## src/rtl/mem_bus_arbiter.sv

```systemverilog
// -----------------------------------------------------------------------------
// mem_bus_arbiter
//
// Shares one single-ported memory with combinational read data between the
// instruction-fetch master and the data master of the CPU. Requests are
// granted round-robin. Each transfer passes through IDLE -> WAIT -> DONE, and
// LATENCY wait states are inserted to emulate slow memory.
//
// Parameters
//   LATENCY        wait-state cycles between grant and completion (0..15)
//
// Ports
//   clk            system clock, rising edge
//   reset          asynchronous active-high reset
//   i_read         instruction fetch request
//   i_address      fetch byte address
//   i_readdata     fetch data, valid when i_read && !i_waitrequest
//   i_waitrequest  instruction master stall
//   d_read         data read request
//   d_write        data write request (wins over d_read when both are high)
//   d_address      data byte address
//   d_writedata    write data
//   d_byteenable   byte lanes for read/write
//   d_readdata     data read result, valid when d_read && !d_waitrequest
//   d_waitrequest  data master stall
//   m_address      memory address (granted master's, else 0)
//   m_read         memory read strobe (WAIT and DONE of a read)
//   m_write        memory write strobe (DONE of a write only)
//   m_writedata    memory write data
//   m_byteenable   memory byte lanes (4'hF for fetches)
//   m_readdata     memory combinational read data
// -----------------------------------------------------------------------------
module mem_bus_arbiter #(
    parameter int unsigned LATENCY = 2
) (
    input  logic        clk,
    input  logic        reset,
    input  logic        i_read,
    input  logic [31:0] i_address,
    output logic [31:0] i_readdata,
    output logic        i_waitrequest,
    input  logic        d_read,
    input  logic        d_write,
    input  logic [31:0] d_address,
    input  logic [31:0] d_writedata,
    input  logic [3:0]  d_byteenable,
    output logic [31:0] d_readdata,
    output logic        d_waitrequest,
    output logic [31:0] m_address,
    output logic        m_read,
    output logic        m_write,
    output logic [31:0] m_writedata,
    output logic [3:0]  m_byteenable,
    input  logic [31:0] m_readdata
);

    typedef enum logic [1:0] {
        ST_IDLE = 2'd0,
        ST_WAIT = 2'd1,
        ST_DONE = 2'd2
    } state_t;

    localparam logic       GRANT_INSTR = 1'b0;
    localparam logic       GRANT_DATA  = 1'b1;
    localparam logic [3:0] LAT_CNT     = 4'(LATENCY);

    state_t      state_r;
    state_t      state_s;
    logic [3:0]  cnt_r;
    logic [3:0]  cnt_s;
    logic        grant_r;
    logic        grant_s;
    logic        last_grant_r;
    logic        last_grant_s;
    logic [31:0] i_rdata_r;
    logic [31:0] d_rdata_r;

    logic        i_req_s;
    logic        d_req_s;
    logic        gnt_req_s;
    logic        active_s;
    logic        done_s;
    logic        i_done_s;
    logic        d_done_s;
    logic        d_is_write_s;

    // Request decode; the granted master's request is re-checked every cycle
    // so that a dropped request aborts the transfer instead of completing it.
    always_comb begin
        i_req_s      = i_read;
        d_req_s      = d_read | d_write;
        d_is_write_s = d_write;
        if (grant_r == GRANT_DATA) begin
            gnt_req_s = d_req_s;
        end else begin
            gnt_req_s = i_req_s;
        end
        active_s = ((state_r == ST_WAIT) || (state_r == ST_DONE)) && gnt_req_s;
        done_s   = (state_r == ST_DONE) && gnt_req_s;
        i_done_s = done_s && (grant_r == GRANT_INSTR);
        d_done_s = done_s && (grant_r == GRANT_DATA);
    end

    // Next-state logic: round-robin grant in IDLE, wait-state countdown, abort on dropped request.
    always_comb begin
        state_s      = state_r;
        cnt_s        = cnt_r;
        grant_s      = grant_r;
        last_grant_s = last_grant_r;
        case (state_r)
            ST_IDLE: begin
                if (i_req_s || d_req_s) begin
                    if (i_req_s && d_req_s) begin
                        // Tie: the master that was not served last goes first.
                        if (last_grant_r == GRANT_DATA) begin
                            grant_s = GRANT_INSTR;
                        end else begin
                            grant_s = GRANT_DATA;
                        end
                    end else if (i_req_s) begin
                        grant_s = GRANT_INSTR;
                    end else begin
                        grant_s = GRANT_DATA;
                    end
                    cnt_s = LAT_CNT;
                    if (LAT_CNT == 4'd0) begin
                        state_s = ST_DONE;
                    end else begin
                        state_s = ST_WAIT;
                    end
                end else begin
                    state_s = ST_IDLE;
                end
            end
            ST_WAIT: begin
                if (!gnt_req_s) begin
                    state_s = ST_IDLE;
                    cnt_s   = 4'd0;
                end else if (cnt_r <= 4'd1) begin
                    // The final wait-state cycle; the counter lands on zero.
                    state_s = ST_DONE;
                    cnt_s   = 4'd0;
                end else begin
                    cnt_s = cnt_r - 4'd1;
                end
            end
            ST_DONE: begin
                state_s = ST_IDLE;
                cnt_s   = 4'd0;
                if (gnt_req_s) begin
                    last_grant_s = grant_r;
                end else begin
                    last_grant_s = last_grant_r;
                end
            end
            default: begin
                state_s = ST_IDLE;
                cnt_s   = 4'd0;
            end
        endcase
    end

    // FSM, counter and grant registers.
    always_ff @(posedge clk or posedge reset) begin
        if (reset) begin
            state_r      <= ST_IDLE;
            cnt_r        <= 4'd0;
            grant_r      <= GRANT_INSTR;
            last_grant_r <= GRANT_DATA;
        end else begin
            state_r      <= state_s;
            cnt_r        <= cnt_s;
            grant_r      <= grant_s;
            last_grant_r <= last_grant_s;
        end
    end

    // Holding registers that keep each master's last read result between transfers.
    always_ff @(posedge clk or posedge reset) begin
        if (reset) begin
            i_rdata_r <= 32'h0000_0000;
            d_rdata_r <= 32'h0000_0000;
        end else begin
            if (i_done_s) begin
                i_rdata_r <= m_readdata;
            end
            if (d_done_s && !d_is_write_s) begin
                d_rdata_r <= m_readdata;
            end
        end
    end

    // Memory-side and master-side output decode from the registered state.
    always_comb begin
        m_address     = 32'h0000_0000;
        m_read        = 1'b0;
        m_write       = 1'b0;
        m_writedata   = 32'h0000_0000;
        m_byteenable  = 4'h0;
        i_waitrequest = !i_done_s;
        d_waitrequest = !d_done_s;
        if (active_s) begin
            if (grant_r == GRANT_DATA) begin
                m_address    = d_address;
                m_byteenable = d_byteenable;
                m_read       = !d_is_write_s;
                if (d_is_write_s) begin
                    m_writedata = d_writedata;
                end else begin
                    m_writedata = 32'h0000_0000;
                end
                // Writes strobe only in DONE so a late abort never commits.
                m_write = done_s && d_is_write_s;
            end else begin
                m_address    = i_address;
                m_byteenable = 4'hF;
                m_read       = 1'b1;
            end
        end else begin
            m_address = 32'h0000_0000;
        end
        if (i_done_s) begin
            i_readdata = m_readdata;
        end else begin
            i_readdata = i_rdata_r;
        end
        if (d_done_s && !d_is_write_s) begin
            d_readdata = m_readdata;
        end else begin
            d_readdata = d_rdata_r;
        end
    end

endmodule

```

## config.mk

```make
export PLATFORM = sky130hd
export DESIGN_NAME = mem_bus_arbiter
export DESIGN_NICKNAME = d
export VERILOG_FILES = /design/src/rtl/mem_bus_arbiter.sv
export SDC_FILE = /design/constraint.sdc
export NUM_CORES = 1
export LEC_CHECK = 0
export BUFFER_PORTS_ARGS = -buffer_cell sky130_fd_sc_hd__buf_2
export CAP_MARGIN = 20
export CORE_UTILIZATION = 25
export DETAILED_ROUTE_END_ITERATION = 10
export SLEW_MARGIN = 20
export SYNTH_ARGS = -nofsm -noshare
export SYNTH_HDL_FRONTEND = slang
export SYNTH_SLANG_ARGS = --single-unit
```

## constraint.sdc

```tcl
create_clock -name clk -period 4.9 [get_ports clk]
set_input_delay 0.735 -clock clk [delete_from_list [all_inputs] [get_ports clk]]
set_output_delay 0.735 -clock clk [all_outputs]
set_load 0.05 [all_outputs]
```

### Word-level counts from Yosys, hierarchy flattened

Cells that the tools add are included.

* flip-flop bits (word level): 72
* input port bits: 137
* output and inout port bits: 136

* equality and inequality tests: 4
* magnitude comparators: 1
* bitwise logic cells: 2
* mux-type cells: 25
* reduce and logical (&&, ||, !) cells: 15
* $add $sub $neg: 1

Operators by type and width (number)
* 32-bit two-way mux: 7
* 4-bit two-way mux: 5
* 1-bit two-way mux: 9
* 4-bit case mux with 2 select lines: 1
* 1-bit logical AND: 7
* 4-bit by 1-bit less-or-equal comparator with 1-bit output (second input constant): 1
* 2-bit two-way mux: 2
* 2-bit case mux with 2 select lines: 1
* 2-bit AND reduction: 2
* 4-bit by 1-bit subtractor with 4-bit output (second input constant): 1
* 1-bit zero test: 3
* 3-bit by 2-bit inequality test with 1-bit output (second input constant): 1
* 2-bit by 1-bit equality test with 1-bit output (second input constant): 1
* 2-bit equality test (second input constant): 1
* 2-bit zero test: 1
* 1-bit logical OR: 2
* 2-bit inequality test (second input constant): 1
* 1-bit NOT: 1
* 1-bit bitwise OR: 1

### Logic depth before layout (Yosys ltp)

* depth in word-level cells: 6
* mapped depth: 7
* mapped depth without buffers: 5

### Least setup slack after synthesis

Ideal clock, no wire load.

* path kind: input port to output port
* start point: in i_read
* end point: out m_address[10]
* path slack: 2055 ps
* data arrival time: 2110 ps
* required time: 4165 ps
* stages on the path: 6
* buffers on the path: 3
* cells stage by stage: buf_2 o21ai_0 or2_1 buf_6 buf_6 nor2_1

* cells in the longest elaborated chain, start to end: 3

RTL lines
* start: declaration: RTL line 38 `input logic i_read,`
* 1-bit two-way mux: RTL line 93 `if (grant_r == GRANT_DATA) begin`
* 1-bit logical AND: RTL line 98 `active_s = ((state_r == ST_WAIT) || (state_r == ST_DONE)) && gnt_req_s;`
* 32-bit two-way mux: RTL line 202 `if (active_s) begin`
* end: declaration: RTL line 49 `output logic [31:0] m_address,`

No other way between the ends.

### Worst setup path after layout

* start point: reg grant_r
* end point: out m_address[15]

* cells in the longest elaborated chain, start to end: 3
* elaborated cells on any way between the ends: 4
* classes of those cells: mux (3); reduce/logical (1)

RTL lines
* start: declaration: RTL line 71 `logic grant_r;`
* start signal: assignment: RTL line 173 `grant_r <= grant_s;`
* 1-bit two-way mux: RTL line 93
* 1-bit logical AND: RTL line 98
* 32-bit two-way mux *: RTL line 202

Mark *: on every way between the ends. The rest lies on a longest branch, timed or not.

==> results.md <==
- Status: finished clean
- Global-route wire length before repair: 15,300 um
- DP Area: 0.00518 mm2
- Width of the die: 124 um
- Placer congestion estimate: 0.766
- DRT iter0 DRCs: 36
- Syn Nets: 450
- Max Root-Sink Buffers: 2
- Setup Skew: 0.00507 ns
- Reg-to-reg startpoint: grant_r
- Worst-path maximum fanout: 44
- Leak: 3.24 nW
- Most used DFF post-synth: dfrtp_1
- Diodes inserted: 0
- FP Rows: 44
- Multi-input logic area: 0.00173 mm2
- Post-CTS setup buffers: 0
- Drt first pass iters: 4
- Die Ht: 124 um
- Crit start category: flop
- CTS Sinks: 72
- Max-slew violation count: 0
- Grt ovf: 0
- Final ANT Viol Nets: 0
- Synth Cell Area: 0.00371 mm2
- IO Count: 273
- Die area: 0.0154 mm2
- Worst-Skew Late Latency: 0.33 ns
- Relative slew slack: 48.6%
- TritonCTS clock tree: done
- R2r worst-path depth: 3
- CP Class: reg -> out
- Top cell type's share of synthesized area: 47.8%
- Yosys Warn Count: 0
- Via count: 3,348
- Worst hold path class: in -> async
- IO buf count: 272
- Min Tclk post-route: 3.25 ns
- MaxCap Viol Count: 0
- RR Endpoint: i_rdata_r[10]
- RSZ-0062 raised after global routing: no
- F_max: 307 MHz
- Num CTS Buffers: 9
- Drt wl/cell: 14.4 um
- Setup violators final: 0
- Vias in the first global route: 3,108
- Initial antenna violation count: 0
- CTS HTree Levels: 3
- DP HPWL: 8730 um
- Final setup TNS: 0 ns
- Asr flop ratio synth: 100%
- Number of remaining DRC errors: 0
- Power per Cell Area: 824 mW/mm2
- # fillers: 1,479
- Post-layout util: 37.9%
- Share of layout cells above drive strength 1: 62.1%
- Hold-fix buffers, CTS: 0
- Area contributors post-synth: dfrtp_1 48%, mux2_2 18%, mux2i_1 8.9%
- Gr usage total: 13.3%
- Post-synth EDFFs: 0
- Mean post-synth cell area: 12.1 um2
- Sequential fraction of the synthesis area: 48.5%
- Synth cell types: 34
- Register Area: 0.00180 mm2
- Clk slew on worst S/H paths: 0.06 ns
- CTS Root Cell: clkbuf_16
- Post-CTS resize count: 0
- Routed vias/inst: 4.38
- Core area: 0.0145 mm2
- Final instance area: 0.00551 mm2
- Largest net degree at the start of global routing: 45
- Hold Vio Cnt, Final: 0
- Nets: 718
- Worst Max-Slew Pin Slew: 0.771 ns
- Seq cells post-synth: 72
- R2r setup slk: 2.89 ns
- Layout area overhead: 48.2%
- Tcrit/Tclk final: 66.4%
- Cells after synthesis: 308
- WL final: 11,000 um
- Worst EP required: 4.16 ns
- Critical Path AT: 2.52 ns
- Leading area contributor after synthesis: dfrtp_1
- Crit end category: output pin
- Initial Utilization: 25.6%
- VDD IR max: 475 uV
cell families after synthesis:
family / after synthesis / share of synthesized area [%]
flops: 72 / 48.5
simple gates: 90 / 13.6
mux: 97 / 28.3
buf+inv: 28 / 4.85
fa+ha+maj: 5 / 1.68
compound gates: 16 / 3.00
area by class of cell:
cell class | count | area share [%]
clock buffer | 10 | 4.34
clock inverter | 5 | 1.02
inverter | 9 | 0.613
multi-input combinational | 208 | 31.4
tap | 184 | 4.18
timing repair buffer | 276 | 25.6
sequential | 72 | 32.8
worst max-delay path, cell delays in order, from the launching register on:
cell and delay [ns]:
dfrtp_2 0.36, buf_4 0.51, nor3b_4 0.40, or2_1 0.18, buf_4 0.35, nor2_1 0.13
buf_2 0.23
where the power goes:
part / total (mW) / leakage, nW / switching [mW] / internal [mW]
clock network: 0.641 / 0.145 / 0.237 / 0.404
logic: 2.96 / 2.17 / 2.23 / 0.731
registers: 0.940 / 0.928 / 0.0810 / 0.859
synthesized netlist by cell type, drive strengths merged, types with 2 or more instances:
master  instances
o21ai           3
mux2i          33
ha              5
nand3b          2
a211o           2
inv             9
buf            15
or2             3
dfrtp          71
nand2           4
and2           34
nor3            2
nor4            2
mux2           64
nor2           36
nor4b           2
clkbuf          4
a21oi           6
a32o            2
metrics by stage:
stage               setup slack [ns]  hold slack [ns]  total power [mW]  instances
floorplan                       2.06            0.439              3.34        308
finish                          1.65            0.461              4.54        764
global route                    1.45            0.485              4.78        764
CTS                             1.31            0.469              4.60        763
global placement                1.56            0.450              3.89        748
detailed placement              1.48            0.461              3.94        748
state kept, by name, indices dropped and copies added (netlist names):
register	cells
cnt_r	4
d_rdata_r	32
state_r	2
grant_r	1
last_grant_r	1
i_rdata_r	32
routing by layer:
layer / global-route usage, % / routed length [um] / up-vias
li1: - / - / 1588
met1: 15.1 / 4380 / 1592
met2: 23.9 / 5470 / 153
met3: 3.48 / 956 / 15
met4: 4.84 / 159 / 0
met5: 0 / 0 / -
layout by cell type (no fill, tap or decap), types with 2 or more instances in the layout:
cell type  instances
buf_2            272
buf_4              3
nor4_1             2
nor2_1            36
nor3_1             2
ha_1               5
clkinv_2           2
inv_1              8
mux2_2            60
clkbuf_16          9
a21oi_1            6
or2_1              2
dfrtp_1           70
a211o_1            2
and2_1            34
o21ai_0            2
nand2_1            4
mux2i_1           33
mux2_1             4
a32o_1             2
worst max-delay path by stage:
| stage | endpoint | from | slack [ns] | depth (start not counted) |
|---|---|---|---|---|
| 2_1_floorplan | m_address[10] | i_read | 2.06 | 6 |
| 3_3_place_gp | d_readdata[3] | d_write | 1.56 | 4 |
| 3_5_place_dp | d_readdata[11] | d_write | 1.48 | 4 |
| 4_1_cts | d_readdata[11] | state_r[0] | 1.31 | 5 |
| 5_1_grt | m_address[27] | grant_r | 1.45 | 6 |
| 6_report | m_address[15] | grant_r | 1.65 | 6 |
Note: power is estimated with default switching activity, not from simulation.
